**config.mk**
```make
export PLATFORM = sky130hd
export DESIGN_NAME = fwd_scoreboard
export DESIGN_NICKNAME = d
export VERILOG_FILES = /design/src/rtl/fwd_scoreboard.sv
export SDC_FILE = /design/constraint.sdc
export NUM_CORES = 1
export LEC_CHECK = 0
export BUFFER_PORTS_ARGS = -buffer_cell sky130_fd_sc_hd__buf_2
export CAP_MARGIN = 5
export CORE_UTILIZATION = 50
export CTS_CLUSTER_DIAMETER = 30
export DETAILED_ROUTE_END_ITERATION = 8
export GPL_TIMING_DRIVEN = 1
export PLACE_DENSITY = 0.86
export SLEW_MARGIN = 20
export SYNTH_ARGS = -nofsm -noshare
export SYNTH_HDL_FRONTEND = slang
export SYNTH_SLANG_ARGS = --single-unit
export TNS_END_PERCENT = 5
```
**constraint.sdc**
```tcl
create_clock -name clk -period 5.2 [get_ports clk]
set_clock_uncertainty 0.15 [all_clocks]
set_input_delay 0.78 -clock clk [delete_from_list [all_inputs] [get_ports clk]]
set_output_delay 0.78 -clock clk [all_outputs]
set_load 0.01 [all_outputs]
```
**src/rtl/fwd_scoreboard.sv**
```systemverilog
// Forwarding scoreboard: in-flight writes shift one stage per cycle after Execute; operands query them
// for bypass or stall. Optional macro FWD_SCOREBOARD_WB_BYPASS_EN also matches the registered wb port.

module fwdQuery #(
  parameter int XLEN  = 32,
  parameter int RA_W  = 5,
  parameter int DEPTH = 2
) (
  input  logic [RA_W-1:0]             rs,
  input  logic [DEPTH-1:0]            entVld,
  input  logic [DEPTH-1:0]            entWen,
  input  logic [DEPTH-1:0]            entRdy,
  input  logic [DEPTH-1:0][RA_W-1:0]  entRd,
  input  logic [DEPTH-1:0][XLEN-1:0]  entData,
  input  logic                        wbHit,
  input  logic [RA_W-1:0]             wbRd,
  input  logic [XLEN-1:0]             wbData,
  output logic                        fwdEn,
  output logic [XLEN-1:0]             fwdData,
  output logic                        pend
);
  // Oldest candidate first so the youngest match overrides; wb sits below every entry.
  always_comb begin
    fwdEn   = 1'b0;
    fwdData = '0;
    pend    = 1'b0;
    if (wbHit && rs != '0 && wbRd == rs) begin
      fwdEn   = 1'b1;
      fwdData = wbData;
    end
    for (int i = DEPTH-1; i >= 0; i--) begin
      if (rs != '0 && entVld[i] && entWen[i] && entRd[i] == rs) begin
        fwdEn   = entRdy[i];
        fwdData = entRdy[i] ? entData[i] : '0;
        pend    = !entRdy[i];
      end
    end
  end
endmodule

module fwd_scoreboard #(
  parameter int XLEN   = 32,
  parameter int RA_W   = 5,
  parameter int DEPTH  = 2,
  parameter int LD_IDX = 0
) (
  input  logic            clk,
  input  logic            reset,
  input  logic            issue_valid,
  input  logic [RA_W-1:0] issue_rd,
  input  logic            issue_wen,
  input  logic            issue_is_load,
  input  logic [XLEN-1:0] issue_result,
  input  logic            flush,
  input  logic [XLEN-1:0] ld_data,
  input  logic [RA_W-1:0] rs1,
  input  logic [RA_W-1:0] rs2,
  output logic            fwd1_en,
  output logic            fwd2_en,
  output logic [XLEN-1:0] fwd1_data,
  output logic [XLEN-1:0] fwd2_data,
  output logic            stall,
  output logic            wb_en,
  output logic [RA_W-1:0] wb_rd,
  output logic [XLEN-1:0] wb_data
);
  logic [DEPTH-1:0]           vldPipe;
  logic [DEPTH-1:0]           entWen;
  logic [DEPTH-1:0]           entRdy;
  logic [DEPTH-1:0][RA_W-1:0] entRd;
  logic [DEPTH-1:0][XLEN-1:0] entData;

  logic                       issueOk;
  logic                       ldCapture;
  logic                       wbHit;
  logic [1:0][RA_W-1:0]       rsVec;
  logic [1:0]                 fwdEnVec;
  logic [1:0]                 pendVec;
  logic [1:0][XLEN-1:0]       fwdDataVec;

  assign issueOk   = issue_valid & ~flush & ~stall;
  assign ldCapture = vldPipe[LD_IDX] & ~entRdy[LD_IDX];

`ifdef FWD_SCOREBOARD_WB_BYPASS_EN
  assign wbHit = wb_en;
`else
  assign wbHit = 1'b0;
`endif

  always_ff @(posedge clk) begin
    if (reset) begin
      vldPipe <= '0;
      entWen  <= '0;
      entRdy  <= '0;
      entRd   <= '0;
      entData <= '0;
      wb_en   <= 1'b0;
      wb_rd   <= '0;
      wb_data <= '0;
    end else begin
      vldPipe[0] <= issueOk;
      entWen[0]  <= issue_wen;
      entRdy[0]  <= ~issue_is_load;
      entRd[0]   <= issue_rd;
      entData[0] <= issue_result;
      // Load data is captured as the pending load leaves LD_IDX, never bypassed combinationally.
      for (int i = DEPTH-1; i > 0; i--) begin
        vldPipe[i] <= vldPipe[i-1];
        entWen[i]  <= entWen[i-1];
        entRd[i]   <= entRd[i-1];
        entRdy[i]  <= (i-1 == LD_IDX && ldCapture) ? 1'b1 : entRdy[i-1];
        entData[i] <= (i-1 == LD_IDX && ldCapture) ? ld_data : entData[i-1];
      end
      wb_en   <= vldPipe[DEPTH-1] & entWen[DEPTH-1] & (entRd[DEPTH-1] != '0);
      wb_rd   <= entRd[DEPTH-1];
      wb_data <= (LD_IDX == DEPTH-1 && ldCapture) ? ld_data : entData[DEPTH-1];
    end
  end

  assign rsVec = {rs2, rs1};

  for (genvar q = 0; q < 2; q++) begin : gQuery
    fwdQuery #(.XLEN(XLEN), .RA_W(RA_W), .DEPTH(DEPTH)) uQuery (
      .rs      (rsVec[q]),
      .entVld  (vldPipe),
      .entWen  (entWen),
      .entRdy  (entRdy),
      .entRd   (entRd),
      .entData (entData),
      .wbHit   (wbHit),
      .wbRd    (wb_rd),
      .wbData  (wb_data),
      .fwdEn   (fwdEnVec[q]),
      .fwdData (fwdDataVec[q]),
      .pend    (pendVec[q])
    );
  end

  assign fwd1_en   = fwdEnVec[0];
  assign fwd2_en   = fwdEnVec[1];
  assign fwd1_data = fwdDataVec[0];
  assign fwd2_data = fwdDataVec[1];
  assign stall     = |pendVec;
endmodule

```
Word-level counts from Yosys, hierarchy flattened. Cells that the tools add are included.

Equality and inequality tests: 4. Mux-type cells: 16. Bitwise operators: 9. Reduce and logical (&&, ||, !) cells: 18.

Operators by type and width (number): $mux 32 (7); $eq 5x5->1 (4); $reduce_bool 5->1 (3); $logic_and 1x1->1 (12); $mux 1 (9); $and 1x1->1 (5); $not 1->1 (4); $logic_not 1->1 (2); $reduce_or 2->1 (1).

Register bits: 118. Output and inout port bits: 105.

Longest topological paths before layout. Gate-level depths: netlist (run 1).

Depth after elaboration: 9. Mapped depth: 7. Gate-level depth less buffers: 5.

By module. A second synthesis (run 1) with hierarchy kept.

Cell total of the unflattened synthesis: 568. Area total of the unflattened synthesis: 5323.9 um^2.

Modules (own cells, without submodules): fwd_scoreboard (times used 1, cells each 328, area each 3454.6 um^2, seq. area each 2362.3 um^2); fwdQuery (times used 2, cells each 120, area each 934.6 um^2, seq. area each 0.0 um^2).

Worst setup path after synthesis (run 1). OpenSTA, ideal clock, no wires.

Path kind: input-to-output. From: input rs1[0]. To: output fwd1_data[12]. Arrival time: 2208 ps. Data required time: 4270 ps. Slack: 2062 ps. Cell stages on the path: 7. Buffers on the path: 2. Cells stage by stage: or4_1 > nor2_2 > nor4_2 > and2_1 > buf_4 > buf_6 > a22o_2.

Word-level cells in the longest chain between the ends: 6. Elaborated cells between the ends (all ways): 11. Those cells by class: eq/ne: 2; mux: 2; reduce/logical: 7.

Ends and longest elaborated chain: start: declaration (line 56) `input logic [RA_W-1:0] rs1,`; $reduce_bool 5->1 (line 32) `if (rs != '0 && entVld[i] && entWen[i] && entRd[i] == rs) begin`; $logic_and 1x1->1 (3 in a row) (line 32); $mux 32 (line 32); $mux 32 * (line 32); end: declaration (line 60) `output logic [XLEN-1:0] fwd1_data,`.

Every way passes the cells marked *; elsewhere a longest branch is shown, timed or not.

Final worst setup path (run 1).
From: register entRd[7] (netlist name). To: output fwd2_data[3].

Word-level cells in the longest chain between the ends: 4.

Ends and longest elaborated chain: start: declaration (line 70) `logic [DEPTH-1:0][RA_W-1:0] entRd;`; start signal: indexed assignment (line 110) `entRd[i] <= entRd[i-1];`; $eq 5x5->1 (line 32); $logic_and 1x1->1 (line 32); $mux 32 (2 in a row) (line 32); end: declaration (line 61) `output logic [XLEN-1:0] fwd2_data,`.

Every way passes these cells.

==> results of run 1 <==
-- cells in the mapped netlist, drive strengths merged --
| cell | n | area [um2] |
|---|---|---|
| xnor2 | 12 | 105 |
| nor3 | 1 | 16.3 |
| nand2 | 68 | 255 |
| nor2b | 82 | 513 |
| dfxtp | 118 | 2360 |
| a211oi | 2 | 15.0 |
| or4 | 3 | 26.3 |
| nor2 | 8 | 32.5 |
| buf | 17 | 141 |
| nand4 | 2 | 12.5 |
| a21oi | 32 | 160 |
| o21ba | 1 | 10.0 |
| a221o | 1 | 10.0 |
| nand3 | 1 | 5.00 |
| a22o | 64 | 576 |
| and3b | 1 | 8.76 |
| nor4 | 3 | 25.0 |
| o21bai | 1 | 7.51 |
| and2 | 3 | 18.8 |
| nand2b | 1 | 6.26 |
| or2 | 2 | 12.5 |
| clkbuf | 18 | 67.6 |
| o221ai | 1 | 8.76 |
| inv | 3 | 11.3 |
| a21o | 1 | 7.51 |
| xor2 | 6 | 52.6 |
| a2111oi | 1 | 8.76 |
-- where the power goes --
| group | internal, mW | switching [mW] | leakage [nW] |
|---|---|---|---|
| Clock | 0.717 | 0.403 | 0.275 |
| Sequential | 0.946 | 0.0284 | 0.971 |
| Combinational | 0.0612 | 0.0594 | 1.60 |
-- through the flow --
step	util [%]	power [mW]	hold WS, ns
after CTS	68.9	2.23	0.263
after global routing	68.9	2.30	0.273
after floorplan	-	1.05	0.288
after global placement	62.2	1.11	0.304
after detailed placement	62.2	1.11	0.317
final	68.9	2.21	0.292
-- sequential cells by signal, summed over array words and instances, names as in the netlist --
| name | flops |
|---|---|
| vldPipe | 2 |
| entRd | 10 |
| wb_rd | 5 |
| entWen | 2 |
| wb_data | 32 |
| entRdy | 2 |
| entData | 64 |
| wb_en | 1 |
-- layer usage --
layer	up-vias	wire length (um)	global-route usage, %
li1	1900	-	-
met1	1787	4770	29.6
met2	154	6020	43.9
met3	11	677	6.86
met4	0	102	9.53
met5	-	0	0
-- cell families after synthesis --
| group | synth area share [%] |
|---|---|
| xor+xnor | 3.52 |
| compound gates | 17.9 |
| simple gates | 20.8 |
| flops | 52.8 |
| buf+inv | 4.92 |
-- path summary, 6_finish.rpt --
check,from,endpoint,slack [ns],depth (start not counted)
hold reg to reg,entData[14]$_SDFF_PP0_,entData[46]$_SDFF_PP0_,0.32,2
setup reg to reg,entRd[7]$_SDFF_PP0_,vldPipe[0]$_SDFF_PP0_,3.10,5
setup / recovery,entRd[7]$_SDFF_PP0_,fwd2_data[3],1.07,7
hold / removal,issue_is_load,entRdy[0]$_SDFF_PP0_,0.29,2
-- area by class of cell --
class                      count  area, um2
clock inverter                12        126
sequential                   118       2360
timing repair buffer         195        997
inverter                       3       11.3
tap                          108        135
fill                         680       2700
multi-input combinational    297       1900
clock buffer                  20        455
==> summary.md, run 1 <==
| Metric | Value |
|---|---|
| Status | `complete, no violations` |
| Number of global-route vias before repair | `3786` |
| Routed Antenna Nets | `0` |
| Crit-path cells | `xnor2_1 -> nand3_1 -> a2111oi_0 -> and2_1 -> buf_4 -> a22o_1 -> buf_2` |
| Vias per cell | `5.12` |
| H-tree depth | `4` |
| Post-Syn Area per Cell | `9.88 um2` |
| Cells after Synth | `453` |
| Final period utilization | `79.5%` |
| Total GRT Usage | `25.3%` |
| Final hold vios | `0` |
| Root buf cell | `clkbuf_8` |
| First-pass GRT wire length | `18700 um` |
| WL final | `11600 um` |
| Yosys warnings | `0` |
| Initial antenna violation count | `0` |
| Count of cell types in the netlist | `35` |
| Setup crit start kind | `flip-flop` |
| Worst-path cell with the longest stage delay | `a2111oi_0` |
| Largest net degree at the start of global routing | `119` |
| Worst path bufs/invs | `2` |
| Die height | `96.6 um` |
| Max-slew violations | `0` |
| Initial core utilization | `51.6%` |
| Seq cells post-synth | `118` |
| Mapped cell area | `4480 um2` |
| CP Capture Type | `output port` |
| N_diodes | `0` |
| Clk buf depth | `2` |
| Cts hold-fix bufs | `0` |
| Crit-path max cell delay | `0.82 ns` |
| Initial DRC Count | `130` |
| Clock Sinks | `118` |
| Dpl hpwl | `7820 um` |
| Setup WS pre-CTS | `1.25 ns` |
| Crit-path leading delay family | `compound AO/OA/AOI/OAI gates` |
| Post-CTS Repair Setup Buffers | `0` |
| Worst min path class | `input pin to flip-flop` |
| Fmax | `0.242 GHz` |
| Drt drc | `0` |
| P&R area growth vs syn | `33.7%` |
| Maxcap violations | `0` |
| Syn_nets | `538` |
| Die ar. | `9330 um2` |
| GPL Wtd Cong | `0.872` |
| Count of final setup violators | `0` |
| Crit path max fanout | `26` |
| Layout Cells excl Fill | `753` |
| Clock transition at path regs | `0.05 ns` |
| Most frequent cells in the layout | `buf_2, dfxtp_1, nor2b_1` |
| Fin crit period | `4.13 ns` |
| DR WL/cell | `15.4 um` |
| Worst setup margin | `1.07 ns` |
| Number of detailed-route iterations in the first pass | `4` |
| Slew HR | `35.2%` |
| PostCTS Resize Cnt | `0` |
| Placed Instances | `721` |
| PD cells | `370 nW/um2` |
| Via count | `3852` |
| Lkg Pwr | `2.84 nW` |
| Post-route cell area | `5980 um2` |
| Port Buffers | `189` |
| Required time of the critical path | `4.27 ns` |
| CTS tree | `built` |
| IO Count | `190` |
| Seq/Total Area, Yosys | `52.8%` |
| Clock Latency Late Sink | `0.50 ns` |
| Maximum resistive drop on vdd | `0.246 mV` |
| RSZ-0062 raised after global routing | `no` |
| Commonest non-fill, non-tap cell in the layout | `buf_2` |
| Setup tns final | `0 ns` |
| Num rows | `34` |
| Total grt overflow | `0` |
| Setup CP Type | `flip-flop to output port` |
| Placed inst area | `5400 um2` |
| Chip width | `96.6 um` |
| Total core area | `8680 um2` |
| Fin nets | `717` |
| CTS buffer count | `17` |
| Share of cells above drive strength 1 | `38.4%` |
| WP data arrival | `3.20 ns` |
| Worst slew pin tran | `0.948 ns` |
Power figures use the tool's default switching activity.
==> run 2, diff against run 1 <==
CORE_UTILIZATION = 47   (was 50)
PLACE_DENSITY = 0.82   (was 0.86)
clock period = 3.98 ns   (was 5.2 ns; I/O delays follow)
==> run 2 against run 1 <==
Against the previous run: sequential share of layout area decreased by 0.46 points; critical endpoint is now fwd2_data[0]; global-route usage decreased by 1.4 points; critical path type unchanged; largest cell class unchanged; critical path depth unchanged; worst hold slack got worse by 0.19 ns; via count increased by 2.0%; worst setup slack got worse by 0.68 ns.
==> summary.md, run 2 (same netlist as run 1, synthesis figures left out) <==
| Metric | Value |
|---|---|
| Initial core utilization | `48.4%` |
| Crit-path cells | `xor2_1 -> nor4_1 -> and3b_1 -> and2_1 -> buf_4 -> a22o_1 -> buf_2` |
| Cts hold-fix bufs | `0` |
| PD cells | `496 nW/um2` |
| Final hold vios | `0` |
| Largest net degree at the start of global routing | `54` |
| Status | `complete, no violations` |
| Dpl hpwl | `7990 um` |
| Post-CTS Repair Setup Buffers | `0` |
| Die ar. | `9920 um2` |
| Fmax | `0.278 GHz` |
| Setup tns final | `0 ns` |
| Total grt overflow | `0` |
| Biggest register | `entData` |
| H-tree depth | `4` |
| CTS buffer count | `17` |
| Clk buf depth | `2` |
| Initial antenna violation count | `0` |
| Via count | `3929` |
| Clock Latency Late Sink | `0.50 ns` |
| Fin crit period | `3.59 ns` |
| Total GRT Usage | `23.9%` |
| Worst min path class | `input pin to flip-flop` |
| Crit path max fanout | `17` |
| Commonest non-fill, non-tap cell in the layout | `buf_2` |
| Die height | `99.6 um` |
| P&R area growth vs syn | `35.3%` |
| Finished Core Util | `65.5%` |
| Share of cells above drive strength 1 | `38.5%` |
| WL final | `11900 um` |
| Routed Antenna Nets | `0` |
| N_diodes | `0` |
| Clock Sinks | `118` |
| First-pass GRT wire length | `18200 um` |
| Clock transition at path regs | `0.06 ns` |
| Vias per cell | `5.07` |
| Number of global-route vias before repair | `3829` |
| Root buf cell | `clkbuf_8` |
| DR WL/cell | `15.4 um` |
| Setup CP Type | `flip-flop to output port` |
| PostCTS Resize Cnt | `0` |
| Crit-path max cell delay | `0.59 ns` |
| CP Capture Type | `output port` |
| WP data arrival | `2.85 ns` |
| Total core area | `9240 um2` |
| Final period utilization | `90.3%` |
| Lkg Pwr | `2.87 nW` |
| Initial DRC Count | `102` |
| Maxcap violations | `0` |
| Biggest registers after layout | `entData x64, wb_data x32, entRd x10` |
| Fin nets | `719` |
| Chip width | `99.6 um` |
| CTS tree | `built` |
| Number of detailed-route iterations in the first pass | `5` |
| Worst-path cell with the longest stage delay | `and2_1` |
| Maximum resistive drop on vdd | `0.260 mV` |
| Worst slew pin tran | `0.875 ns` |
| Count of final setup violators | `0` |
| GPL Wtd Cong | `0.862` |
| Num rows | `35` |
| Max-slew violations | `0` |
| Port Buffers | `189` |
| RSZ-0062 raised after global routing | `no` |
| Setup crit start kind | `flip-flop` |
| Max reg flops | `64` |
| Required time of the critical path | `3.23 ns` |
| Most frequent cells in the layout | `buf_2, dfxtp_1, nor2b_1` |
| Slew HR | `41.4%` |
| IO Count | `190` |
| Drt drc | `0` |
run 2: cell count changes in the layout (fill, tap and decap cells not counted):
| cell | previous run | this run |
|---|---|---|
| clkinvlp_4 | 5 | 3 |
| clkbuf_8 | 4 | 1 |
| inv_6 | 1 | 2 |
| clkinv_4 | 0 | 4 |
| buf_6 | 1 | 0 |
| bufinv_16 | 2 | 4 |
| buf_4 | 6 | 9 |
| clkinv_2 | 4 | 1 |
run 2: routing by layer:
layer / vias up / part of all wire [%] / GRT usage [%]
met5: - / 0 / 0
li1: 1898 / - / -
met1: 1826 / 41 / 26.9
met2: 184 / 51 / 42.4
met3: 21 / 6.3 / 7.03
met4: 0 / 1.8 / 9.62
run 2: power by group:
| group | internal, mW | switching (mW) |
|---|---|---|
| sequential | 1.24 | 0.0371 |
| clock | 1.02 | 0.550 |
| combinational | 0.0807 | 0.0793 |
run 2: through the flow:
stage               area [um2]  setup WS [ns]  instances  hold WS, ns  total power [mW]
finish                    6050          0.388        775        0.101              3.00
global route              6050          0.166        775       0.0740              3.11
CTS                       6050          0.370        775       0.0769              3.03
detailed placement        5440          0.513        744        0.306              1.46
global placement          5440          0.584        744        0.297              1.45
floorplan                 4480           1.21        453        0.288              1.38
run 2: path summary, 6_finish.rpt:
| check | to | slack, ns | startpoint | cells past startpoint |
|---|---|---|---|---|
| worst max-delay path | fwd2_data[0] | 0.39 | entRd[0]$_SDFF_PP0_ | 7 |
| worst min-delay path | entRdy[0]$_SDFF_PP0_ | 0.10 | issue_is_load | 2 |
| worst max register to register | vldPipe[0]$_SDFF_PP0_ | 2.01 | entRd[4]$_SDFF_PP0_ | 5 |
| worst min register to register | entWen[1]$_SDFF_PP0_ | 0.31 | entWen[0]$_SDFF_PP0_ | 1 |
run 2: worst max-delay path, delay by kind of cell, from the launching register on:
family          cells  cell delay (ns)
simple gates        3             1.17
compound gates      1             0.19
flops               1             0.33
buf+inv             2             0.50
xor+xnor            1             0.15
run 2: area by class of cell:
cell class	count	area, um2
Fill cell	776	3190
Sequential cell	118	2360
Multi-Input combinational cell	297	1900
Timing Repair Buffer	197	1010
Clock buffer	17	414
Clock inverter	14	200
Tap cell	129	161
Inverter	3	11.3
